<file path="config.mk">
export PLATFORM = sky130hd
export DESIGN_NAME = ram_writer_flat
export DESIGN_NICKNAME = d
export VERILOG_FILES = /design/src/rtl/ram_writer_if.sv /design/src/rtl/ram_writer.sv /design/src/flat_wrapper.sv
export SDC_FILE = /design/constraint.sdc
export NUM_CORES = 1
export LEC_CHECK = 0
export CAP_MARGIN = 10
export CORE_AREA = 3 3 255 257
export CTS_BUF_LIST = sky130_fd_sc_hd__clkbuf_4
export DETAILED_ROUTE_END_ITERATION = 10
export DIE_AREA = 0 0 258 260
export PLACE_DENSITY = 0.68
export SLEW_MARGIN = 20
export SYNTH_ARGS = -nofsm -noshare
export SYNTH_HDL_FRONTEND = slang
export SYNTH_SLANG_ARGS = --single-unit
</file>
<file path="constraint.sdc">
create_clock -name clk -period 21.7 [get_ports clk]
set_input_delay 2.17 -clock clk [delete_from_list [all_inputs] [get_ports clk]]
set_output_delay 2.17 -clock clk [all_outputs]
set_load 0.03 [all_outputs]
</file>
<file path="src/rtl/ram_writer_if.sv">
// AXI4 write-only master bus used by ram_writer: AW, W and B channels.
interface ram_writer_if #(
  parameter int DW = 512,
  parameter int AW = 16
);
  logic [AW-1:0]   M_AXI_AWADDR;
  logic            M_AXI_AWVALID;
  logic            M_AXI_AWREADY;
  logic [7:0]      M_AXI_AWLEN;
  logic [2:0]      M_AXI_AWSIZE;
  logic [1:0]      M_AXI_AWBURST;
  logic [3:0]      M_AXI_AWID;
  logic            M_AXI_AWLOCK;
  logic [3:0]      M_AXI_AWCACHE;
  logic [3:0]      M_AXI_AWQOS;
  logic [2:0]      M_AXI_AWPROT;
  logic [DW-1:0]   M_AXI_WDATA;
  logic [DW/8-1:0] M_AXI_WSTRB;
  logic            M_AXI_WVALID;
  logic            M_AXI_WLAST;
  logic            M_AXI_WREADY;
  logic [1:0]      M_AXI_BRESP;
  logic            M_AXI_BVALID;
  logic            M_AXI_BREADY;

  modport master (
    output M_AXI_AWADDR, M_AXI_AWVALID, M_AXI_AWLEN, M_AXI_AWSIZE, M_AXI_AWBURST,
           M_AXI_AWID, M_AXI_AWLOCK, M_AXI_AWCACHE, M_AXI_AWQOS, M_AXI_AWPROT,
           M_AXI_WDATA, M_AXI_WSTRB, M_AXI_WVALID, M_AXI_WLAST, M_AXI_BREADY,
    input  M_AXI_AWREADY, M_AXI_WREADY, M_AXI_BRESP, M_AXI_BVALID
  );

  modport slave (
    input  M_AXI_AWADDR, M_AXI_AWVALID, M_AXI_AWLEN, M_AXI_AWSIZE, M_AXI_AWBURST,
           M_AXI_AWID, M_AXI_AWLOCK, M_AXI_AWCACHE, M_AXI_AWQOS, M_AXI_AWPROT,
           M_AXI_WDATA, M_AXI_WSTRB, M_AXI_WVALID, M_AXI_WLAST, M_AXI_BREADY,
    output M_AXI_AWREADY, M_AXI_WREADY, M_AXI_BRESP, M_AXI_BVALID
  );
endinterface

</file>
<file path="src/rtl/ram_writer.sv">
// ram_writer: issues one AXI4 INCR write burst per start, filling each 32-bit
// lane with an incrementing pattern, then collects the write response.
module ram_writer #(
  parameter int          DW         = 512,
  parameter int          AW         = 16,
  parameter logic [31:0] FIRST_DATA = 32'h8000_0000,
  parameter int          BURST_LEN  = 64
) (
  input  logic          clk,
  input  logic          reset,
  input  logic          start,
  input  logic [AW-1:0] first_address,
  output logic          busy,
  output logic          done,
  output logic          bresp_err,
  ram_writer_if.master  m_axi
);
  localparam int          LANES     = DW / 32;
  localparam logic [7:0]  LAST_BEAT = 8'(BURST_LEN - 1);
  localparam logic [31:0] LANE_STEP = 32'(LANES);

  typedef enum logic [1:0] {IDLE, XFER, RESP} state_t;

  state_t          r_state, w_next;
  logic [AW-1:0]   r_awaddr;
  logic            r_awvalid, r_aw_done;
  logic            r_wvalid, r_wlast, r_w_done;
  logic [7:0]      r_beat;
  logic [DW-1:0]   r_wdata;
  logic            r_bresp_err, r_done;
  logic            w_start_acc, w_aw_hs, w_w_hs, w_last_hs, w_b_hs;

  // Lane i of beat 0 carries FIRST_DATA + i; later beats add LANES per beat.
  function automatic logic [DW-1:0] beat0_pattern();
    logic [DW-1:0] v;
    v = '0;
    for (int i = 0; i < LANES; i++) v[i*32 +: 32] = FIRST_DATA + 32'(i);
    return v;
  endfunction

  assign w_start_acc = (r_state == IDLE) & start;
  assign w_aw_hs     = r_awvalid & m_axi.M_AXI_AWREADY;
  assign w_w_hs      = r_wvalid & m_axi.M_AXI_WREADY;
  assign w_last_hs   = w_w_hs & (r_beat == LAST_BEAT);
  assign w_b_hs      = (r_state == RESP) & m_axi.M_AXI_BVALID;

  // State register.
  always_ff @(posedge clk or posedge reset) begin
    if (reset) r_state <= IDLE;
    else       r_state <= w_next;
  end

  // Next state: AW and W finish independently; RESP once both are done.
  always_comb begin
    w_next = r_state;
    case (r_state)
      IDLE:    if (start) w_next = XFER;
      XFER:    if ((r_aw_done | w_aw_hs) & (r_w_done | w_last_hs)) w_next = RESP;
      RESP:    if (m_axi.M_AXI_BVALID) w_next = IDLE;
      default: w_next = IDLE;
    endcase
  end

  // Channel registers, beat counter, data pattern and status flags.
  always_ff @(posedge clk or posedge reset) begin
    if (reset) begin
      r_awaddr    <= '0;
      r_awvalid   <= 1'b0;
      r_aw_done   <= 1'b0;
      r_wvalid    <= 1'b0;
      r_wlast     <= 1'b0;
      r_w_done    <= 1'b0;
      r_beat      <= '0;
      r_wdata     <= beat0_pattern();
      r_bresp_err <= 1'b0;
      r_done      <= 1'b0;
    end else begin
      r_done <= w_b_hs;
      if (w_start_acc) begin
        r_awaddr    <= first_address;
        r_awvalid   <= 1'b1;
        r_aw_done   <= 1'b0;
        r_wvalid    <= 1'b1;
        r_w_done    <= 1'b0;
        r_beat      <= '0;
        r_wlast     <= (LAST_BEAT == 8'd0);
        r_wdata     <= beat0_pattern();
        r_bresp_err <= 1'b0;
      end else begin
        if (w_aw_hs) begin
          r_awvalid <= 1'b0;
          r_aw_done <= 1'b1;
        end
        if (w_w_hs) begin
          if (r_beat == LAST_BEAT) begin
            r_wvalid <= 1'b0;
            r_wlast  <= 1'b0;
            r_w_done <= 1'b1;
          end else begin
            r_beat  <= r_beat + 8'd1;
            r_wlast <= ((r_beat + 8'd1) == LAST_BEAT);
            for (int i = 0; i < LANES; i++)
              r_wdata[i*32 +: 32] <= r_wdata[i*32 +: 32] + LANE_STEP;
          end
        end
        if (w_b_hs) r_bresp_err <= r_bresp_err | (m_axi.M_AXI_BRESP != 2'b00);
      end
    end
  end

  assign busy      = (r_state != IDLE);
  assign done      = r_done;
  assign bresp_err = r_bresp_err;

  assign m_axi.M_AXI_AWADDR  = r_awaddr;
  assign m_axi.M_AXI_AWVALID = r_awvalid;
  assign m_axi.M_AXI_AWLEN   = LAST_BEAT;
  assign m_axi.M_AXI_AWSIZE  = 3'($clog2(DW / 8));
  assign m_axi.M_AXI_AWBURST = 2'b01;
  assign m_axi.M_AXI_AWID    = 4'd0;
  assign m_axi.M_AXI_AWLOCK  = 1'b0;
  assign m_axi.M_AXI_AWCACHE = 4'd0;
  assign m_axi.M_AXI_AWQOS   = 4'd0;
  assign m_axi.M_AXI_AWPROT  = 3'd0;
  assign m_axi.M_AXI_WDATA   = r_wdata;
  assign m_axi.M_AXI_WSTRB   = '1;
  assign m_axi.M_AXI_WVALID  = r_wvalid;
  assign m_axi.M_AXI_WLAST   = r_wlast;
  assign m_axi.M_AXI_BREADY  = (r_state == RESP);
endmodule
</file>
<file path="src/flat_wrapper.sv">
// flat-port wrapper written by rule: the top's interface ports become plain ports
module ram_writer_flat 
#(
  parameter int          DW         = 512,
  parameter int          AW         = 16,
  parameter logic [31:0] FIRST_DATA = 32'h8000_0000,
  parameter int          BURST_LEN  = 64
)
  (clk, reset, start, first_address, busy, done, bresp_err, m_axi_M_AXI_AWADDR, m_axi_M_AXI_AWVALID, m_axi_M_AXI_AWLEN, m_axi_M_AXI_AWSIZE, m_axi_M_AXI_AWBURST, m_axi_M_AXI_AWID, m_axi_M_AXI_AWLOCK, m_axi_M_AXI_AWCACHE, m_axi_M_AXI_AWQOS, m_axi_M_AXI_AWPROT, m_axi_M_AXI_WDATA, m_axi_M_AXI_WSTRB, m_axi_M_AXI_WVALID, m_axi_M_AXI_WLAST, m_axi_M_AXI_BREADY, m_axi_M_AXI_AWREADY, m_axi_M_AXI_WREADY, m_axi_M_AXI_BRESP, m_axi_M_AXI_BVALID);
  ram_writer_if #(.DW(DW), .AW(AW)) m_axi_i ();
  input  logic clk;
  input  logic reset;
  input  logic start;
  input  logic [AW-1:0] first_address;
  output logic busy;
  output logic done;
  output logic bresp_err;
  output wire logic [$bits(m_axi_i.M_AXI_AWADDR)-1:0] m_axi_M_AXI_AWADDR;
  output wire logic [$bits(m_axi_i.M_AXI_AWVALID)-1:0] m_axi_M_AXI_AWVALID;
  output wire logic [$bits(m_axi_i.M_AXI_AWLEN)-1:0] m_axi_M_AXI_AWLEN;
  output wire logic [$bits(m_axi_i.M_AXI_AWSIZE)-1:0] m_axi_M_AXI_AWSIZE;
  output wire logic [$bits(m_axi_i.M_AXI_AWBURST)-1:0] m_axi_M_AXI_AWBURST;
  output wire logic [$bits(m_axi_i.M_AXI_AWID)-1:0] m_axi_M_AXI_AWID;
  output wire logic [$bits(m_axi_i.M_AXI_AWLOCK)-1:0] m_axi_M_AXI_AWLOCK;
  output wire logic [$bits(m_axi_i.M_AXI_AWCACHE)-1:0] m_axi_M_AXI_AWCACHE;
  output wire logic [$bits(m_axi_i.M_AXI_AWQOS)-1:0] m_axi_M_AXI_AWQOS;
  output wire logic [$bits(m_axi_i.M_AXI_AWPROT)-1:0] m_axi_M_AXI_AWPROT;
  output wire logic [$bits(m_axi_i.M_AXI_WDATA)-1:0] m_axi_M_AXI_WDATA;
  output wire logic [$bits(m_axi_i.M_AXI_WSTRB)-1:0] m_axi_M_AXI_WSTRB;
  output wire logic [$bits(m_axi_i.M_AXI_WVALID)-1:0] m_axi_M_AXI_WVALID;
  output wire logic [$bits(m_axi_i.M_AXI_WLAST)-1:0] m_axi_M_AXI_WLAST;
  output wire logic [$bits(m_axi_i.M_AXI_BREADY)-1:0] m_axi_M_AXI_BREADY;
  input wire logic [$bits(m_axi_i.M_AXI_AWREADY)-1:0] m_axi_M_AXI_AWREADY;
  input wire logic [$bits(m_axi_i.M_AXI_WREADY)-1:0] m_axi_M_AXI_WREADY;
  input wire logic [$bits(m_axi_i.M_AXI_BRESP)-1:0] m_axi_M_AXI_BRESP;
  input wire logic [$bits(m_axi_i.M_AXI_BVALID)-1:0] m_axi_M_AXI_BVALID;
  assign m_axi_M_AXI_AWADDR = m_axi_i.M_AXI_AWADDR;
  assign m_axi_M_AXI_AWVALID = m_axi_i.M_AXI_AWVALID;
  assign m_axi_M_AXI_AWLEN = m_axi_i.M_AXI_AWLEN;
  assign m_axi_M_AXI_AWSIZE = m_axi_i.M_AXI_AWSIZE;
  assign m_axi_M_AXI_AWBURST = m_axi_i.M_AXI_AWBURST;
  assign m_axi_M_AXI_AWID = m_axi_i.M_AXI_AWID;
  assign m_axi_M_AXI_AWLOCK = m_axi_i.M_AXI_AWLOCK;
  assign m_axi_M_AXI_AWCACHE = m_axi_i.M_AXI_AWCACHE;
  assign m_axi_M_AXI_AWQOS = m_axi_i.M_AXI_AWQOS;
  assign m_axi_M_AXI_AWPROT = m_axi_i.M_AXI_AWPROT;
  assign m_axi_M_AXI_WDATA = m_axi_i.M_AXI_WDATA;
  assign m_axi_M_AXI_WSTRB = m_axi_i.M_AXI_WSTRB;
  assign m_axi_M_AXI_WVALID = m_axi_i.M_AXI_WVALID;
  assign m_axi_M_AXI_WLAST = m_axi_i.M_AXI_WLAST;
  assign m_axi_M_AXI_BREADY = m_axi_i.M_AXI_BREADY;
  assign m_axi_i.M_AXI_AWREADY = m_axi_M_AXI_AWREADY;
  assign m_axi_i.M_AXI_WREADY = m_axi_M_AXI_WREADY;
  assign m_axi_i.M_AXI_BRESP = m_axi_M_AXI_BRESP;
  assign m_axi_i.M_AXI_BVALID = m_axi_M_AXI_BVALID;
  ram_writer #(.DW(DW), .AW(AW), .FIRST_DATA(FIRST_DATA), .BURST_LEN(BURST_LEN)) u_core (.clk(clk), .reset(reset), .start(start), .first_address(first_address), .busy(busy), .done(done), .bresp_err(bresp_err), .m_axi(m_axi_i));
endmodule
</file>
==> results.json, run 1 <==
{
  "outcome": "complete, no violations",
  "grt_max_degree": 161,
  "cts_inserted_buffers": 144,
  "io_pins": 652,
  "place.gp.congestion": 0.844,
  "min_from": "u_core.m_axi.M_AXI_AWADDR[10]$_DFFE_PP0P_",
  "clk_pin_slew_ns": 0.06,
  "synth_cell_types": 60,
  "worst_slew_pin_slew_ns": 1.08,
  "power_mw": 2.73,
  "final_common_cell": "clkdlybuf4s50_1",
  "fin_ws_ns": 16.44,
  "top_usage_layer": "met2",
  "crit_path_max_fanout": 82,
  "drive_above_1_share": 0.0958,
  "cts-root-buf": "clkbuf_4",
  "use_met2": 0.361,
  "startpoint_type": "input port",
  "initial_utilization": 0.407,
  "slew_headroom": 0.277,
  "syn_avg_cell_area_um2": 9.39,
  "period_share": 0.242,
  "min_period_ns": 5.26,
  "synth-async-reset-ratio": 1.00,
  "worstPathArrival_ns": 6.04,
  "syn-instance-count": 2732,
  "grt_pass1_vias": 20900,
  "synth_ff_type": "dfrtp_1",
  "drt-total-wl_mm": 79.1,
  "place_hpwl_mm": 54.0,
  "area_growth_pct": 28.4,
  "ys_seq_area_frac": 0.471,
  "synthesis.area_mm2": 0.0256,
  "leakage_nw": 13.9,
  "hold_class": "reg2reg",
  "synth_warnings": 0,
  "drv_slew": 0,
  "ant_nets": 0,
  "seq_area_mm2": 0.0121,
  "clk_path_buf_depth": 3,
  "use_met3": 0.0614,
  "fill_cells": 5802,
  "critPathKind": "in2reg",
  "ys_ff_latch": 482,
  "wl_per_cell_um": 18.7,
  "required_ns": 22.48,
  "cts_tree": "yes",
  "die-area_mm2": 0.0671,
  "rsz0062_at_grt": "no",
  "overflow": 0,
  "yosys-top-cells-area": "dfrtp_1, xor2_1, nor2_1, xnor2_1, buf_4",
  "die-height_um": 260,
  "fin_tns_setup_ns": 0,
  "max_freq_mhz": 190,
  "fin_nets": 3319,
  "most-common-layout-cells": "clkdlybuf4s50_1, dfrtp_1, nor2_1, nand2_1, clkbuf_4",
  "antenna_found_initial": 4,
  "postCtsResizedCells": 0,
  "finalHoldViolCount": 0,
  "final_cell_count_no_fill": 4233,
  "cts_sinks": 482,
  "finalClockSkew_ns": 0.0561,
  "whs_ns": 0.473,
  "drc": 0,
  "die_w_um": 258,
  "ir_drop_mv": 0.0530,
  "drv_cap": 0,
  "fp.coreArea_mm2": 0.0630,
  "place_inst": 3977,
  "multi_input_area_mm2": 0.0122,
  "synth_edf_count": 0,
  "row_count": 92,
  "pre_cts_slack_ns": 15.45,
  "setup_viol": 0,
  "vias": 22200,
  "cts_max_level": 4,
  "drt_iter0_drc": 1722,
  "grtUsageMet1": 0.303,
  "first_pass_iters": 5,
  "endpoint_kind": "register",
  "grt_pass1_wl_mm": 123,
  "reg2reg_from": "u_core.r_state[0]$_DFFE_PP0P_",
  "p_per_area_mw_per_mm2": 82.8,
  "critPathLaunch": "start",
  "clk_latency_ns": 0.94,
  "cts_hold_buf": 0,
  "synth_top_area_share": 0.454,
  "grt_usage": 0.230,
  "synth_top_area_cell": "dfrtp_1",
  "via_per_inst": 5.25,
  "io_buffers": 526,
  "cts_setup_buffers": 0
}
[sequential cells by signal, indices dropped and copies added, names as in the netlist]
signal and count:
u_core.r_aw_done 1, u_core.m_axi.M_AXI_WDATA 449, u_core.m_axi.M_AXI_WLAST 1, u_core.m_axi.M_AXI_WVALID 1, u_core.bresp_err 1, u_core.r_state 2, u_core.r_beat 8, u_core.done 1
u_core.m_axi.M_AXI_AWVALID 1, u_core.r_w_done 1, u_core.m_axi.M_AXI_AWADDR 16
[metal layers]
metal  wire length [um]  vias up  part of all wire
met5                  0        -                 0
met4               2270        0             0.029
met3               5900      144             0.075
met2              37200      798              0.47
met1              33800    10900              0.43
li1                   -    10400                 -
[synthesized netlist by cell type, types with 4 or more instances]
cell type,n
or4_1,19
and4_1,40
xnor2_1,152
mux2i_1,4
o21a_1,9
o31ai_1,11
o211ai_1,33
or3_1,50
ha_1,18
nor4_1,33
a211oi_1,14
or2_2,5
buf_1,8
a2111oi_0,12
o21ai_0,58
and2_1,22
clkbuf_1,65
nand3_1,152
dfstp_2,17
nor4_4,4
and3_1,43
buf_2,37
xor2_1,205
nand2b_1,9
a211oi_2,7
nor3_1,74
dfrtp_1,465
inv_1,43
buf_4,161
nand4_1,126
a21oi_1,70
a2111oi_2,7
nand2_1,263
nor2_1,404
o2111ai_1,48
[metrics by stage]
| stage | cell area (um^2) | util |
|---|---|---|
| after floorplan | 26100 | - |
| after global placement | 31000 | 0.492 |
| after detailed placement | 31000 | 0.492 |
| after CTS | 32900 | 0.523 |
| after global routing | 32900 | 0.523 |
| final | 32900 | 0.523 |
[worst paths after layout]
| path | end | depth (start not counted) | slack [ns] |
|---|---|---|---|
| min in group asynchronous | u_core.m_axi.M_AXI_WDATA[143]$_DFFE_PP0P_ | 2 | 1.78 |
| setup reg to reg | u_core.m_axi.M_AXI_WDATA[407]$_DFFE_PP0P_ | 8 | 17.53 |
| setup / recovery | u_core.m_axi.M_AXI_WDATA[407]$_DFFE_PP0P_ | 8 | 16.44 |
| hold reg to reg | u_core.m_axi.M_AXI_AWADDR[10]$_DFFE_PP0P_ | 2 | 0.47 |
| max in group asynchronous | u_core.m_axi.M_AXI_WDATA[337]$_DFFE_PP0P_ | 4 | 17.62 |
| hold / removal | u_core.m_axi.M_AXI_AWADDR[10]$_DFFE_PP0P_ | 2 | 0.47 |
[worst max-delay path, cell delays in order]
cell and delay, ns:
clkdlybuf4s50_1 0.55, and2_4 0.54, buf_4 0.65, buf_4 0.74, buf_4 0.82, o2111ai_1 0.24
xor2_1 0.17, nor2_1 0.05
[cell type report]
cell class | instances | area share
clock buffers | 214 | 0.0488
well taps | 846 | 0.0322
inverters | 43 | 0.00513
clock inverters | 37 | 0.0100
flip-flops and latches | 482 | 0.367
diodes | 5 | 0.000380
multi-input cells | 2057 | 0.370
repair buffers | 549 | 0.166
[logic make-up (layout without fill, tap and decap cells)]
group | Yosys count | count (layout) | synth area share
adders and majority gates | 18 | 18 | 0.00878
xor gates and xnor gates | 357 | 357 | 0.122
DFF | 482 | 482 | 0.471
AOI/OAI and AO/OA | 285 | 285 | 0.0805
other | 2 | 130 | 0.000293
muxes | 5 | 5 | 0.00200
buffers and inverters | 316 | 843 | 0.0722
and+or+nand+nor | 1267 | 1267 | 0.243
[where the power goes]
part           total (mW)  internal [mW]  switching (mW)
logic               0.650          0.242           0.408
clock network       0.934          0.522           0.412
registers            1.14          0.991           0.152
total                2.73           1.75           0.972
No activity file was read; power rests on OpenSTA's default activity.
==> run 2, diff against run 1 <==
--- a/config.mk
+++ b/config.mk
@@ -10,7 +10,7 @@
 export CTS_BUF_LIST = sky130_fd_sc_hd__clkbuf_4
 export DETAILED_ROUTE_END_ITERATION = 10
 export DIE_AREA = 0 0 258 260
-export PLACE_DENSITY = 0.68
+export PLACE_DENSITY = 0.71
 export SLEW_MARGIN = 20
 export SYNTH_ARGS = -nofsm -noshare
 export SYNTH_HDL_FRONTEND = slang
==> constraint.sdc (replaced) <==
create_clock -name clk -period 4.45 [get_ports clk]
set_input_delay 0.445 -clock clk [delete_from_list [all_inputs] [get_ports clk]]
set_output_delay 0.445 -clock clk [all_outputs]
set_load 0.03 [all_outputs]
==> run 2 against run 1 <==
Effect of this change: hold slack worse by 0.34 ns; clock skew up 0.013 ns; utilization up 0.46 points; critical path depth down 7; largest cell class unchanged; highest routed layer unchanged.
==> results.json, run 2 (synthesized netlist as in run 1, its figures left out) <==
{
  "whs_ns": 0.135,
  "outcome": "complete, no violations",
  "cts_sinks": 482,
  "most-common-layout-cells": "clkdlybuf4s50_1, dfrtp_1, nor2_1, nand2_1, xor2_1",
  "crit_path_max_fanout": 33,
  "overflow": 0,
  "wl_per_cell_um": 19.0,
  "clk_latency_ns": 0.98,
  "cp_slowest_stage_delay_ns": 0.82,
  "vias": 22600,
  "worstPathArrival_ns": 2.54,
  "min_from": "m_axi_M_AXI_AWREADY",
  "r2r-end": "u_core.m_axi.M_AXI_WDATA[222]$_DFFE_PP0P_",
  "leakage_nw": 14.0,
  "grt_usage": 0.235,
  "clk_path_buf_depth": 3,
  "endpoint_kind": "output port",
  "cts-root-buf": "clkbuf_4",
  "r2r_slack_ns": 1.55,
  "final_common_cell": "clkdlybuf4s50_1",
  "first_pass_iters": 5,
  "hold-path-cell-count": 2,
  "final_cell_count_no_fill": 4255,
  "period_share": 0.670,
  "hold_class": "in2reg",
  "drt_iter0_drc": 1458,
  "ant_nets": 0,
  "grt_pass1_wl_mm": 125,
  "postCtsResizedCells": 0,
  "io_buffers": 526,
  "reg2reg_depth": 7,
  "slew_headroom": 0.289,
  "drive_above_1_share": 0.0972,
  "startpoint_type": "register",
  "path_cells": "clkdlybuf4s50_1",
  "drt-total-wl_mm": 80.7,
  "grt_pass1_vias": 21500,
  "required_ns": 4.01,
  "io_pins": 652,
  "cp_slowest_cell": "dfstp_2",
  "worst_slew_pin_slew_ns": 1.06,
  "rsz0062_at_grt": "no",
  "place.gp.congestion": 0.866,
  "reg2reg_from": "u_core.r_beat[0]$_DFFE_PP0P_",
  "cts_tree": "yes",
  "fin_ws_ns": 1.47,
  "drv_cap": 0,
  "cts_hold_buf": 17,
  "finalClockSkew_ns": 0.0694,
  "drc": 0,
  "critPathKind": "reg2out",
  "max_freq_mhz": 335,
  "setup_viol": 0,
  "place_hpwl_mm": 56.8,
  "antenna_found_initial": 2,
  "fp.coreArea_mm2": 0.0630,
  "place_inst": 4000,
  "die-area_mm2": 0.0671,
  "cp_top_family": "flip-flops",
  "power_mw": 13.0,
  "fin_nets": 3352,
  "row_count": 92,
  "via_per_inst": 5.30,
  "cts_max_level": 4,
  "critPathBufInv": 1,
  "clk_pin_slew_ns": 0.06,
  "initial_utilization": 0.407,
  "die_w_um": 258,
  "ir_drop_mv": 0.256,
  "min_period_ns": 2.98,
  "pre_cts_slack_ns": 1.46,
  "cts_setup_buffers": 0,
  "hold_end": "u_core.m_axi.M_AXI_AWVALID$_DFFE_PP0P_",
  "cts_inserted_buffers": 137,
  "largest_reg_flops": 449,
  "grt_max_degree": 85,
  "drv_slew": 0,
  "p_per_area_mw_per_mm2": 391,
  "die-height_um": 260,
  "area_growth_pct": 29.5,
  "finalHoldViolCount": 0
}
run 2: cell types whose count changed in the layout (fill, tap and decap cells not counted), moves of 2 or more:
| cell | delta |
|---|---|
| clkinv_2 | -2 |
| dlygate4sd3_1 | +17 |
| bufinv_16 | -3 |
| inv_2 | +3 |
| buf_12 | +12 |
| clkbuf_4 | -14 |
| buf_4 | +11 |
run 2: routing by layer:
metal | routed length, um | part of all wire | GRT usage | up-vias
met5 | 0 | 0 | 0 | -
met4 | 2540 | 0.031 | 0.0972 | 0
met3 | 5690 | 0.071 | 0.0585 | 168
met2 | 38800 | 0.48 | 0.381 | 860
met1 | 33600 | 0.42 | 0.301 | 11000
li1 | - | - | - | 10500
run 2: worst max path at each step:
stage	start	endpoint	cells past startpoint
floorplan	reset	u_core.bresp_err$_DFFE_PP0P_	1
global placement	m_axi_M_AXI_WREADY	u_core.m_axi.M_AXI_WDATA[287]$_DFFE_PP1P_	7
detailed placement	m_axi_M_AXI_WREADY	u_core.m_axi.M_AXI_WDATA[287]$_DFFE_PP1P_	7
CTS	u_core.m_axi.M_AXI_WDATA[482]$_DFFE_PP1P_	m_axi_M_AXI_WDATA[352]	1
global route	u_core.m_axi.M_AXI_WDATA[482]$_DFFE_PP1P_	m_axi_M_AXI_WDATA[386]	1
finish	u_core.m_axi.M_AXI_WDATA[482]$_DFFE_PP1P_	m_axi_M_AXI_WDATA[386]	1
run 2: area by class of cell:
type	instances	area [um^2]
fillers	5791	29800
multi-input cells	2057	12200
flip-flops and latches	482	12100
repair buffers	589	5960
clock buffers	200	1500
well taps	846	1060
clock inverters	33	228
inverters	43	165
diodes	5	12.5
run 2: through the flow:
| stage | util | setup TNS [ns] | area [um^2] |
|---|---|---|---|
| 4_1_cts | 0.527 | 0 | 33200 |
| 3_5_place_dp | 0.497 | 0 | 31300 |
| 3_3_place_gp | 0.497 | 0 | 31300 |
| 5_1_grt | 0.527 | 0 | 33200 |
| 6_report | 0.527 | 0 | 33200 |
| 2_1_floorplan | - | -1180.81 | 26100 |
run 2: report_power, final:
part	switching, mW	leakage, nW	internal (mW)	total (mW)
Clock	1.96	1.03	2.23	4.19
Sequential	0.733	6.49	4.83	5.56
Combinational	2.00	6.48	1.21	3.22
Total	4.70	14.0	8.27	13.0
